**src/rtl/mux_scan_sequencer.sv**
```systemverilog
// rtl/mux_scan_sequencer.sv - select/settle/sample scan controller for an 8:1 bit mux
//
// Steps the mux select through every channel enabled in the captured mask,
// in ascending order. Each channel is sampled SETTLE edges after sel takes
// its value. The samples are packed into one word, which is offered on a
// valid/ready handshake.
//
// Optional feature: define SCAN_PARITY_EN to add the data_par output, which
// carries the even parity of data.
//
// Parameters:
//   SETTLE      cycles from a sel update to its sample edge (legal 1..15)
// Ports:
//   clk         in   clock, rising edge
//   rst_n       in   asynchronous active-low reset
//   start       in   scan request, accepted only while idle
//   mask        in   [7:0] channel enables, captured when start is accepted
//   mux_o       in   mux output for the current sel
//   sel         out  [2:0] registered mux select
//   busy        out  high from start acceptance until the word handshake
//   data        out  [7:0] captured word, 0 for disabled channels
//   data_valid  out  word available
//   data_ready  in   consumer accepts word
//   data_par    out  even parity of data (SCAN_PARITY_EN only)

module mux_scan_sequencer #(
    parameter int SETTLE = 2
) (
    input  logic       clk,
    input  logic       rst_n,
    input  logic       start,
    input  logic [7:0] mask,
    input  logic       mux_o,
    output logic [2:0] sel,
    output logic       busy,
    output logic [7:0] data,
    output logic       data_valid,
    input  logic       data_ready
`ifdef SCAN_PARITY_EN
    ,
    output logic       data_par
`endif
);

    typedef enum logic [1:0] {
        ST_IDLE   = 2'd0,
        ST_SETTLE = 2'd1,
        ST_HOLD   = 2'd2
    } state_t;

    // Reload value: the sample lands SETTLE edges after sel changes.
    localparam logic [3:0] CNT_INIT = 4'(SETTLE - 1);

    state_t     state_q, state_d;
    logic [2:0] sel_q, sel_d;
    logic       busy_q, busy_d;
    logic [7:0] data_q, data_d;
    logic       valid_q, valid_d;
    logic [7:0] pending_q, pending_d;
    logic [3:0] cnt_q, cnt_d;
    logic       par_q, par_d;
    logic [7:0] remaining;

    function automatic logic [2:0] lowest_index(input logic [7:0] v);
        logic [2:0] idx;
        idx = 3'd0;
        for (int k = 7; k >= 0; k--) begin
            if (v[k]) begin
                idx = 3'(k);
            end
        end
        return idx;
    endfunction

    always_comb begin
        state_d   = state_q;
        sel_d     = sel_q;
        busy_d    = busy_q;
        data_d    = data_q;
        valid_d   = valid_q;
        pending_d = pending_q;
        cnt_d     = cnt_q;
        par_d     = par_q;
        remaining = pending_q & ~(8'b1 << sel_q);

        case (state_q)
            ST_IDLE: begin
                if (start) begin
                    pending_d = mask;
                    data_d    = 8'h00;
                    busy_d    = 1'b1;
                    if (mask != 8'h00) begin
                        sel_d   = lowest_index(mask);
                        cnt_d   = CNT_INIT;
                        state_d = ST_SETTLE;
                    end else begin
                        // Empty scan: HOLD raises valid one edge later.
                        state_d = ST_HOLD;
                    end
                end
            end

            ST_SETTLE: begin
                if (cnt_q != 4'd0) begin
                    cnt_d = cnt_q - 4'd1;
                end else begin
                    data_d[sel_q] = mux_o;
                    pending_d     = remaining;
                    if (remaining != 8'h00) begin
                        sel_d = lowest_index(remaining);
                        cnt_d = CNT_INIT;
                    end else begin
                        valid_d = 1'b1;
                        par_d   = ^data_d;
                        state_d = ST_HOLD;
                    end
                end
            end

            ST_HOLD: begin
                if (!valid_q) begin
                    // Only reached from the empty-mask path.
                    valid_d = 1'b1;
                    par_d   = ^data_q;
                end else if (data_ready) begin
                    valid_d = 1'b0;
                    busy_d  = 1'b0;
                    state_d = ST_IDLE;
                end
            end

            default: begin
                state_d = ST_IDLE;
            end
        endcase
    end

    always_ff @(posedge clk or negedge rst_n) begin
        if (!rst_n) begin
            state_q   <= ST_IDLE;
            sel_q     <= 3'd0;
            busy_q    <= 1'b0;
            data_q    <= 8'h00;
            valid_q   <= 1'b0;
            pending_q <= 8'h00;
            cnt_q     <= 4'd0;
            par_q     <= 1'b0;
        end else begin
            state_q   <= state_d;
            sel_q     <= sel_d;
            busy_q    <= busy_d;
            data_q    <= data_d;
            valid_q   <= valid_d;
            pending_q <= pending_d;
            cnt_q     <= cnt_d;
            par_q     <= par_d;
        end
    end

    assign sel        = sel_q;
    assign busy       = busy_q;
    assign data       = data_q;
    assign data_valid = valid_q;

`ifdef SCAN_PARITY_EN
    assign data_par = par_q;
`else
    logic unused_par;
    assign unused_par = par_q;
`endif

endmodule
```
**config.mk**
```make
export PLATFORM = sky130hd
export DESIGN_NAME = mux_scan_sequencer
export DESIGN_NICKNAME = d
export VERILOG_FILES = /design/src/rtl/mux_scan_sequencer.sv
export SDC_FILE = /design/constraint.sdc
export NUM_CORES = 1
export LEC_CHECK = 0
export CAP_MARGIN = 15
export CORE_MARGIN = 2
export CORE_UTILIZATION = 45
export CTS_BUF_LIST = sky130_fd_sc_hd__clkbuf_2
export CTS_CLUSTER_DIAMETER = 50
export DETAILED_ROUTE_END_ITERATION = 16
export PLACE_DENSITY_LB_ADDON = 0.1
export SETUP_SLACK_MARGIN = 0.2
export SLEW_MARGIN = 0
export SYNTH_ARGS = -nofsm -noshare
export SYNTH_HDL_FRONTEND = slang
export SYNTH_SLANG_ARGS = --single-unit
```
**constraint.sdc**
```tcl
create_clock -name clk -period 6.3 [get_ports clk]
set_input_delay 1.89 -clock clk [delete_from_list [all_inputs] [get_ports clk]]
set_output_delay 1.89 -clock clk [all_outputs]
set_load 0.02 [all_outputs]
```
==> summary.md, run 1 <==
| Metric | Value |
|---|---|
| Status | `finished clean` |
| LEAKAGE | `0.0008835 uW` |
| Reg-to-reg startpoint | `sel[0]$_DFFE_PN0P_` |
| M1 WL | `1.917 mm` |
| WP buf/inv | `1` |
| Vias in the first global route | `1,615` |
| Dpl hpwl | `3.133 mm` |
| Final setup vio count | `0` |
| Arrival time worst endpoint | `1.93 ns` |
| Crit Path Max Fanout | `22` |
| CTS tree | `done` |
| Final TNS setup | `0 ns` |
| Multi-input logic area | `978.4 sq um` |
| Cell area after synthesis | `1752 sq um` |
| Pin count of the biggest net entering global routing | `28` |
| Gate Count Post-Synth | `198` |
| Delay-heaviest family, CP | `flip-flops` |
| Final Hold Vio Count | `0` |
| Placed cell count | `263` |
| DRT iter0 DRCs | `217` |
| Synth Flop Type | `dfrtp_1` |
| Slew HR | `52.47%` |
| Diodes inserted | `0` |
| DRC violations left | `0` |
| Metal2 WL | `2.110 mm` |
| Port Buffer Count | `25` |
| Most area-hungry cell type in the Yosys netlist | `dfrtp_1` |
| Final wirelength | `4.322 mm` |
| Final worst path period share | `60.70%` |
| Cell Count, Final, Fillers Out | `267` |
| FMAX | `0.2615 GHz` |
| CTS H-tree lvls | `1` |
| CTS clock-pin slew for the worst setup and hold paths | `0.24 ns` |
| Total track usage | `21.93%` |
| Row cnt | `22` |
| # fillers | `354` |
| Pwr Density | `501.6 nW/um^2` |
| Met3 WL | `238 um` |
| Final min period | `3.824 ns` |
| Hold Path Origin | `cnt_q[0]$_DFFE_PN0P_` |
| CTS Sinks | `27` |
| PostCTS Resize Cnt | `0` |
| Startpoint Class | `flop` |
| Worst-skew pair later-pin latency | `0.35 ns` |
| Clock tree buffer depth | `2` |
| Area growth syn-to-layout | `16.07%` |
| Via Count | `1,581` |
| Worst-case hold slack | `0.5420 ns` |
| Async SR Flop Fraction | `100.0%` |
| Remaining antenna violation count after routing | `0` |
| Worst-Margin Slew | `0.7114 ns` |
| # hold bufs at CTS | `0` |
| Final nets | `235` |
| CTS root buf | `clkbuf_2` |
| Distinct cell type count after synthesis | `50` |
| Req. time, crit path | `4.41 ns` |
| Die area | `4408 sq um` |
| Die height | `66.39 um` |
| First-pass GRT wire length | `7.458 mm` |
| Max stage delay on crit path | `0.85 ns` |
| Layout cells sized above 1 | `7.306%` |
| RSZ-0062 raised after global routing | `false` |
| FF/Latch Area | `675.6 sq um` |
| Final GP Congestion | `0.9604` |
| CP Cell Sequence | `clkdlybuf4s50_1` |
| Starting Density | `47.49%` |
| Top Ports | `26` |
| Sequential area share after synthesis | `38.57%` |
| CORE AREA | `3689 sq um` |
| TritonRoute pass-1 iters | `5` |
| Die W | `66.39 um` |
| DR WL/cell | `16.19 um` |
| Seq cells post-synth | `27` |
| Initial antenna violation count | `0` |
| Max Slew Vio Count | `0` |
| Post-synth top area share | `38.57%` |
| Top Layer Used | `met4` |
| Syn_nets | `213` |
| Max-cap violations | `0` |
| Postcts setup bufs | `0` |
| Hold Path Class | `reg2reg` |
| Num CTS Buffers | `3` |
| Nature of the critical path endpoint | `primary output` |
| Yosys warns | `0` |
| EDFF count, synth | `0` |
| WS Path Type | `reg2out` |
| Top post-synthesis cells by area | `dfrtp_1 (39%), mux2i_1 (6.9%), nor2_1 (6.0%)` |
| Max IR drop VDD | `243.1 uV` |
| Critical path's slowest cell | `dfrtp_1` |
| Clk_skew | `0.002168 ns` |
| Mean Syn Cell Area | `8.847 sq um` |
| Via density per instance | `5.921` |
| Gr ovfl total | `0` |
| Worst setup path start | `sel[0]$_DFFE_PN0P_` |
## metal layers
metal,global-route usage (%),vias up
li1,-,756
met5,0,-
met1,29.75,755
met4,7.908,0
met2,35.63,63
met3,2.896,7
## registers in the layout, indices dropped and copies added (netlist names)
| register | count |
|---|---|
| sel | 3 |
| pending_q | 8 |
| data_valid | 1 |
| state_q | 2 |
| cnt_q | 4 |
| busy | 1 |
| data | 8 |
## through the flow
step	area [sq um]	utilization [%]	power, uW	worst slack (ns)
2_1_floorplan	1752	-	776.6	3.170
3_3_place_gp	2013	54.58	933.7	2.561
3_5_place_dp	2013	54.58	946.2	2.549
4_1_cts	2033	55.12	1017	2.455
5_1_grt	2033	55.12	1110	2.312
6_report	2033	55.12	1020	2.476
## where the power goes
part           total (uW)  switching (uW)  leakage [uW]  internal, uW
Clock                66.4            49.7     0.0000166          16.8
Sequential            369             120      0.000338           248
Combinational         585             313      0.000529           272
## worst paths after layout
| path | endpoint | slack (ns) | cells after the start |
|---|---|---|---|
| max | sel[0] | 2.48 | 1 |
| min | cnt_q[0]$_DFFE_PN0P_ | 0.54 | 1 |
| max reg2reg | sel[2]$_DFFE_PN0P_ | 3.74 | 5 |
| min reg2reg | cnt_q[0]$_DFFE_PN0P_ | 0.54 | 1 |
| max in group asynchronous | pending_q[6]$_DFFE_PN0P_ | 4.18 | 2 |
| min in group asynchronous | state_q[1]$_DFFE_PN0P_ | 1.87 | 2 |
## synthesized netlist by cell type (all sizes together) (2+ instances only)
cell and n:
o32ai 2, or2b 2, dfrtp 27, a21oi 8, mux2 4, o22a 2
buf 3, o31a 2, mux2i 12, nand2 17, nor4 4, ha 2
nor2 28, nand2b 5, o21ai 14, nand3 4, a21boi 2, nor2b 4
clkbuf 7, nor3b 2, o31ai 4, nor3 11, or3b 2, and3 2
a22o 4, inv 9
## final cells by class
class,count,area share [%]
clock buffers,4,0.9846
repair buffers,27,13.05
inverters,9,1.662
multi-input cells,152,48.12
flip-flops and latches,27,33.23
well taps,48,2.954
## cells in the final DEF (no fill, tap or decap), types with 2 or more instances in the layout
cell type        instances
clkbuf_2                 4
o21ai_0                 14
nor2b_1                  4
a22o_1                   4
nor2_1                  28
a21oi_1                  8
o22a_1                   2
clkdlybuf4s50_1         25
o31a_1                   2
nor3_1                  11
mux2i_1                 12
nor4_1                   4
nand2_1                 17
buf_4                    2
mux2_4                   2
nand2b_1                 5
nand3_1                  4
inv_1                    9
and3_1                   2
dfrtp_1                 27
ha_1                     2
o31ai_1                  4
## logic make-up after synthesis
| family | Yosys count | synth area share [%] |
|---|---|---|
| and+or+nand+nor | 83 | 23.36 |
| AOI/OAI and AO/OA | 51 | 21.22 |
| DFF | 27 | 38.57 |
| buffers and inverters | 19 | 5.571 |
| muxes | 16 | 9.857 |
| adders and majority gates | 2 | 1.428 |
Note: power is estimated with default switching activity, not from simulation.
==> run 2, diff against run 1 <==
- clock period: 6.3 -> 3.5 ns (I/O delays scaled with it)
==> run 2 against run 1 <==
Hold slack improved by 0.012 ns. Die area unchanged. Sequential power increased by 80%. Largest cell class unchanged. Highest routed layer unchanged.
==> summary.md, run 2 (synthesized netlist as in run 1, its figures left out) <==
| Metric | Value |
|---|---|
| Initial antenna violation count | `0` |
| Port Buffer Count | `25` |
| Vias in the first global route | `1,562` |
| Remaining antenna violation count after routing | `0` |
| Max IR drop VDD | `316.4 uV` |
| Startpoint Class | `flop` |
| Top Ports | `26` |
| RSZ-0062 raised after global routing | `false` |
| First-pass GRT wire length | `7.286 mm` |
| Max stage delay on crit path | `0.86 ns` |
| CTS clock-pin slew for the worst setup and hold paths | `0.25 ns` |
| FMAX | `0.3313 GHz` |
| Final setup vio count | `0` |
| Final nets | `235` |
| Arrival time worst endpoint | `1.97 ns` |
| Final worst path period share | `86.23%` |
| CTS Sinks | `27` |
| Layout cells sized above 1 | `7.306%` |
| DR WL/cell | `15.72 um` |
| Worst-case hold slack | `0.5538 ns` |
| CTS H-tree lvls | `1` |
| Final Hold Vio Count | `0` |
| CP Cell Sequence | `clkdlybuf4s50_1` |
| DRC violations left | `0` |
| CTS tree | `done` |
| Dpl cell area | `2013 sq um` |
| TritonRoute pass-1 iters | `4` |
| Die area | `4408 sq um` |
| Hold Path Class | `reg2reg` |
| Die W | `66.39 um` |
| Via Count | `1,627` |
| Status | `finished clean` |
| Most frequent cells in the layout | `nor2_1 (28), dfrtp_1 (27), clkdlybuf4s50_1 (25)` |
| Num CTS Buffers | `3` |
| Die height | `66.39 um` |
| Worst-Margin Slew | `0.7049 ns` |
| Final instance area | `2033 sq um` |
| Final TNS setup | `0 ns` |
| PostCTS Resize Cnt | `0` |
| Slew HR | `53.00%` |
| Critical path's slowest cell | `dfrtp_1` |
| CORE AREA | `3689 sq um` |
| Row cnt | `22` |
| Final min period | `3.018 ns` |
| Area growth syn-to-layout | `16.07%` |
| Delay-heaviest family, CP | `flip-flops` |
| Starting Density | `47.49%` |
| # hold bufs at CTS | `0` |
| Diodes inserted | `0` |
| WP buf/inv | `1` |
| Total track usage | `21.63%` |
| Postcts setup bufs | `0` |
| Gr ovfl total | `0` |
| Dpl hpwl | `3.171 mm` |
| Max Slew Vio Count | `0` |
| CTS root buf | `clkbuf_2` |
| Clock tree buffer depth | `2` |
| Clk_skew | `0.01446 ns` |
| Via density per instance | `6.094` |
| LEAKAGE | `0.0008833 uW` |
| Crit Path Max Fanout | `22` |
| DRT iter0 DRCs | `132` |
| Req. time, crit path | `2.45 ns` |
| WS Path Type | `reg2out` |
| Worst-skew pair later-pin latency | `0.38 ns` |
| Nature of the critical path endpoint | `primary output` |
| Final GP Congestion | `0.9174` |
| Max-cap violations | `0` |
| Commonest non-fill, non-tap cell in the layout | `nor2_1` |
| Pin count of the biggest net entering global routing | `28` |
| Pwr Density | `901.6 nW/um^2` |
| Final wirelength | `4.198 mm` |
-- run 2: cell types whose count changed in the layout (fill, tap and decap cells not counted) --
cell | previous run | this run
clkbuf_2 | 4 | 3
clkinv_2 | 0 | 1
-- run 2: path summary, 6_finish.rpt --
kind | startpoint | endpoint | slack [ns] | depth (start not counted)
max | sel[0]$_DFFE_PN0P_ | sel[0] | 0.48 | 1
min | pending_q[0]$_DFFE_PN0P_ | pending_q[0]$_DFFE_PN0P_ | 0.55 | 1
max reg2reg | sel[0]$_DFFE_PN0P_ | cnt_q[1]$_DFFE_PN0P_ | 0.90 | 5
min reg2reg | pending_q[0]$_DFFE_PN0P_ | pending_q[0]$_DFFE_PN0P_ | 0.55 | 1
max in group asynchronous | rst_n | pending_q[1]$_DFFE_PN0P_ | 2.24 | 2
min in group asynchronous | rst_n | data_valid$_DFFE_PN0P_ | 0.99 | 2
-- run 2: stage by stage --
step	setup WS (ns)	power, uW	utilization (%)	cells
2_1_floorplan	1.210	1398	-	198
3_3_place_gp	0.5644	1682	54.58	263
3_5_place_dp	0.5378	1706	54.58	263
4_1_cts	0.4732	1833	55.12	267
5_1_grt	0.3606	1996	55.12	267
6_report	0.4818	1833	55.12	267
-- run 2: per-layer routing --
layer	global-route usage [%]	wire length, um
met5	0	0
met2	34.38	1992
met1	28.16	1795
met3	4.259	307
met4	10.20	102
-- run 2: where the power goes --
part           switching, uW  total, uW  leakage [uW]  internal (uW)
Combinational            559       1050      0.000529            490
Sequential               217        665      0.000338            447
Clock                   94.0        120     0.0000164           25.9
Total                    870       1830      0.000883            963
-- run 2: cell type report --
class / instances / area, sq um
clock buffer: 3 / 15.01
fill: 359 / 1655
clock inverter: 1 / 5.005
inverter: 9 / 33.78
multi-input combinational: 152 / 978.4
sequential: 27 / 675.6
tap: 48 / 60.06
timing repair buffer: 27 / 265.3
==> run 3, diff against run 2 <==
- ABC_AREA: default -> 1
==> run 3 against run 2 <==
Sequential cell count unchanged. Setup slack improved by 0.45 ns. Highest routed layer unchanged. Hold slack got worse by 0.018 ns. Clock skew increased by 0.0053 ns. Critical endpoint unchanged. Synthesized area decreased by 11%. Power decreased by 17%. Sequential power decreased by 19%.
==> summary.md, run 3 <==
| Metric | Value |
|---|---|
| Most frequent cells in the layout | `nand2_1 (48), nor2_1 (29), dfrtp_1 (27)` |
| DRT iter0 DRCs | `79` |
| Starting Density | `46.57%` |
| Status | `finished clean` |
| Via density per instance | `5.014` |
| Gate Count Post-Synth | `219` |
| Synth Area in Compound Gates | `14.25%` |
| LEAKAGE | `0.0008881 uW` |
| Pin count of the biggest net entering global routing | `28` |
| Hold Path Class | `reg2reg` |
| Final min period | `2.572 ns` |
| Dpl cell area | `1839 sq um` |
| Int Power | `792.1 uW` |
| Max stage delay on crit path | `0.65 ns` |
| Post-synth top area share | `43.48%` |
| Layout cells sized above 1 | `4.508%` |
| Switch share | `48.11%` |
| Area growth syn-to-layout | `19.65%` |
| CP Cell Sequence | `clkdlybuf4s50_1` |
| Commonest non-fill, non-tap cell in the layout | `nand2_1` |
| Remaining antenna violation count after routing | `0` |
| CTS tree | `done` |
| CTS H-tree lvls | `1` |
| Die area | `3939 sq um` |
| Delay-heaviest family, CP | `buffers and inverters` |
| Sequential area share after synthesis | `43.48%` |
| Dpl hpwl | `2.659 mm` |
| Postcts setup bufs | `0` |
| Seq cells post-synth | `27` |
| Port Buffer Count | `25` |
| Row cnt | `21` |
| Clk pwr share | `8.0%` |
| Critical path's slowest cell | `clkdlybuf4s50_1` |
| Crit Path Max Fanout | `7` |
| Gr ovfl total | `0` |
| Slew HR | `63.51%` |
| Net load switching power | `734.4 uW` |
| Vias in the first global route | `1,346` |
| Top post-synthesis cells by area | `dfrtp_1 (43%), nand2_1 (12%), o21ai_0 (7.4%)` |
| CTS root buf | `clkbuf_2` |
| Mux cell area share after synthesis | `0%` |
| Async SR Flop Fraction | `100.0%` |
| Total track usage | `19.01%` |
| Worst-skew pair later-pin latency | `0.37 ns` |
| Num CTS Buffers | `3` |
| Synth Flop Type | `dfrtp_1` |
| Die height | `62.77 um` |
| Top Ports | `26` |
| Largest family of logic cells by synthesized area | `simple AND/OR/NAND/NOR gates` |
| PostCTS Resize Cnt | `0` |
| Final wirelength | `3.471 mm` |
| Most frequent cell after synthesis | `nand2_1` |
| Final TNS setup | `0 ns` |
| Core Util, Final | `55.72%` |
| Req. time, crit path | `2.45 ns` |
| Final setup vio count | `0` |
| Placed cell count | `286` |
| TritonRoute pass-1 iters | `4` |
| Initial antenna violation count | `0` |
| Comb power frac | `56.6%` |
| Pwr Density | `821.0 nW/um^2` |
| # hold bufs at CTS | `0` |
| Final Hold Vio Count | `0` |
| RSZ-0062 raised after global routing | `false` |
| Syn_nets | `234` |
| Final GP Congestion | `0.8461` |
| Max-cap violations | `0` |
| WS Path Type | `reg2out` |
| Max Slew Vio Count | `0` |
| DRC violations left | `0` |
| Via Count | `1,454` |
| Diodes inserted | `0` |
| Final nets | `260` |
| DR WL/cell | `11.97 um` |
| Arrival time worst endpoint | `1.52 ns` |
| Setup slack after layout | `0.9278 ns` |
| Final instance area | `1859 sq um` |
| Startpoint Class | `flop` |
| Worst-Margin Slew | `0.5461 ns` |
| WP buf/inv | `1` |
| Sequential Power Share | `35.4%` |
| First-pass GRT wire length | `6.037 mm` |
| Yosys warns | `0` |
| FMAX | `0.3888 GHz` |
| Most area-hungry cell type in the Yosys netlist | `dfrtp_1` |
| Max IR drop VDD | `400.1 uV` |
| Synth Area in XOR/XNOR | `1.127%` |
| Top cells by count, synth | `nand2_1 (48), nor2_1 (29), dfrtp_1 (27)` |
| Mean Syn Cell Area | `7.096 sq um` |
| Post-Synth Adder-Cell Area | `1.610%` |
| Die W | `62.77 um` |
| Pre-CTS worst setup slack | `0.8021 ns` |
| Clk_skew | `0.01972 ns` |
| Nature of the critical path endpoint | `primary output` |
| CTS Sinks | `27` |
| Cell Count, Final, Fillers Out | `290` |
| Distinct cell type count after synthesis | `21` |
| CORE AREA | `3337 sq um` |
| CTS clock-pin slew for the worst setup and hold paths | `0.25 ns` |
| Clock tree buffer depth | `2` |
| EDFF count, synth | `0` |
| Final worst path period share | `73.49%` |
| Synth Area in Simple Gates | `31.32%` |
| Cell area after synthesis | `1554 sq um` |
[run 3: kinds of logic after synthesis]
family / Yosys count
XOR/XNOR: 2
adder cells (fa/ha/maj): 2
AND/OR/NAND/NOR: 114
buffers and inverters: 31
flip-flops: 27
AO/OA/AOI/OAI: 43
[run 3: per-layer routing]
layer  track usage (%)  wire length, um  vias to the layer above  part of all wire, %
li1                  -                -                      762                    -
met1             24.57             1610                      662                   46
met2             32.53             1684                       26                   49
met3             4.324              139                        4                  4.0
met4             4.167               36                        0                  1.0
met5                 0                0                        -                    0
[run 3: layout make-up]
| cell class | count | area, sq um |
|---|---|---|
| fillers | 342 | 1478 |
| multi-input cells | 161 | 750.7 |
| flip-flops and latches | 27 | 675.6 |
| repair buffers | 26 | 257.7 |
| inverters | 26 | 97.59 |
| well taps | 46 | 57.56 |
| clock buffers | 4 | 20.02 |
[run 3: worst paths after layout]
path,from,to,slack [ns],cells after the start
worst min-delay path,busy$_DFFE_PN0P_,busy$_DFFE_PN0P_,0.54,2
min in group asynchronous,rst_n,data[0]$_DFFE_PN0P_,1.00,2
max in group asynchronous,rst_n,pending_q[6]$_DFFE_PN0P_,2.22,2
worst min register to register,busy$_DFFE_PN0P_,busy$_DFFE_PN0P_,0.54,2
worst max register to register,state_q[0]$_DFFE_PN0P_,sel[1]$_DFFE_PN0P_,1.42,10
worst max-delay path,sel[0]$_DFFE_PN0P_,sel[0],0.93,1
[run 3: through the flow]
stage,hold WS [ns],total power [uW]
global route,0.5873,1694
global placement,0.5001,1410
detailed placement,0.4770,1414
CTS,0.5413,1540
finish,0.5360,1526
floorplan,0.4534,1172
[run 3: power by group through the flow]
| stage | Combinational (uW) | Clock, uW | Sequential (uW) |
|---|---|---|---|
| 3_3_place_gp | 857 | 0 | 553 |
| 3_5_place_dp | 864 | 0 | 550 |
| 2_1_floorplan | 575 | 0 | 597 |
| 5_1_grt | 988 | 140 | 565 |
| 4_1_cts | 869 | 129 | 541 |
| 6_report | 864 | 121 | 541 |
==> patch: new RTL, flow settings as in run 2 <==
Encoding of `state_t`: now one-hot (3 bits for 3 states).
--- a/src/rtl/mux_scan_sequencer.sv
+++ b/src/rtl/mux_scan_sequencer.sv
@@ -43,8 +43,8 @@
 );
 
-    typedef enum logic [1:0] {
-        ST_IDLE   = 2'd0,
-        ST_SETTLE = 2'd1,
-        ST_HOLD   = 2'd2
+    typedef enum logic [2:0] {
+        ST_IDLE   = 3'b001,
+        ST_SETTLE = 3'b010,
+        ST_HOLD   = 3'b100
     } state_t;
 
Check against the original RTL: same outputs for any inputs over 10 cycles, from zero or initial values and one cycle with rst_n low; not proved beyond that.
==> patch against run 2 <==
Sequential power shrank 11%; wire length grew 0.36%; highest routed layer unchanged; sequential share of layout area grew 1.3 points; setup slack gained 120 ps; sequential cell count grew 1; largest cell class unchanged; utilization grew 0.84 points; synthesized area shrank 2.9%; final area is the same; synthesized cell count shrank 12%; total power shrank 17%; non-clock buffer count grew 2; critical path type unchanged.
==> patch: results (changes against run 2) <==
CP peak stage delay -> 760 ps (was 860 ps)
First-pass GRT wire length -> 7.010 mm (was 7.286 mm)
FF-to-FF End -> sel[2]$_DFFE_PN0P_ (was cnt_q[1]$_DFFE_PN0P_)
Compound-Gate Fraction of Synth Area -> 0.2848 (was 0.2121)
Clock skew -> 4.483 ps (was 14.46 ps)
Nets -> 216 (was 235)
Reg clk slew, reported paths -> 270 ps (was 250 ps)
Number of DRC markers in iteration 0 -> 125 (was 132)
Post-synthesis mux area share -> 0.04341 (was 0.09857)
Worst-path fanout max -> 14 (was 22)
Clk power -> 0.200 mW (was 0.120 mW)
Commonest cells in the netlist -> dfrtp_1, nand2_1, o21ai_0, nor2_1 (was nor2_1, dfrtp_1, nand2_1, o21ai_0, mux2i_1)
Net count after synthesis -> 189 (was 213)
Initial antenna violation count -> 0 (unchanged)
Largest net degree at the start of global routing -> 29 (was 28)
Top delay family on crit path -> flip-flops (unchanged)
Total number of vias -> 1506 (was 1627)
R2R Setup Slk -> 1310 ps (was 900 ps)
Layout cell share with drive strength beyond 1 -> 0.1050 (was 0.07306)
VDD IR-drop max -> 0.4961 mV (was 0.3164 mV)
Sequential power share -> 0.387 (was 0.363)
Post-synthesis xor/xnor area fraction -> 0.005151 (was 0)
Gpl congestion -> 0.9534 (was 0.9174)
Sequential area share after synthesis -> 0.4128 (was 0.3857)
Net Switching -> 0.6492 mW (was 0.8704 mW)
Worst Path Arrival -> 1850 ps (was 1970 ps)
Hold_sp -> data[0]$_DFFE_PN0P_ (was pending_q[0]$_DFFE_PN0P_)
DPL Wire Length -> 3.096 mm (was 3.171 mm)
Global Route Usage Sum -> 0.2148 (was 0.2163)
Post-synthesis adder-cell area fraction -> 0.01472 (was 0.01429)
Mean routed wirelength per cell -> 16.99 µm (was 15.72 µm)
Status -> finished, final reports clean (unchanged)
Post-synthesis cell type count -> 49 (was 50)
Vias in the first global route -> 1409 (was 1562)
Leakage -> 0.7988 nW (was 0.8833 nW)
Top cells by area, synth -> dfrtp_1, o21ai_0, nand2_1 (was dfrtp_1, mux2i_1, nor2_1)
Hold EP -> data[0]$_DFFE_PN0P_ (was pending_q[0]$_DFFE_PN0P_)
[patch: layout make-up]
cell class / count / area (µm²)
Sequential cell: 28 / 701.9
Timing Repair Buffer: 29 / 280.3
Multi-Input combinational cell: 133 / 923.4
Inverter: 6 / 22.52
Tap cell: 48 / 60.06
Fill cell: 337 / 1600
Clock inverter: 1 / 30.03
Clock buffer: 3 / 15.01
[patch: metal layers]
layer	track usage	wire, µm	up-vias
li1	-	-	714
met1	0.2904	1797	731
met2	0.3495	2080	53
met3	0.04966	277	8
met4	0.05208	57	0
met5	0	0	-
[patch: stage by stage]
step / std cells / instance area [µm²] / setup slack, ps / hold WS [ps]
after global routing: 248 / 2033 / 511.0 / 550.6
after global placement: 244 / 1988 / 695.7 / 473.2
after detailed placement: 244 / 1988 / 691.4 / 476.5
final: 248 / 2033 / 600.0 / 528.5
after CTS: 248 / 2033 / 587.2 / 533.7
after floorplan: 174 / 1700 / 1217 / 490.0
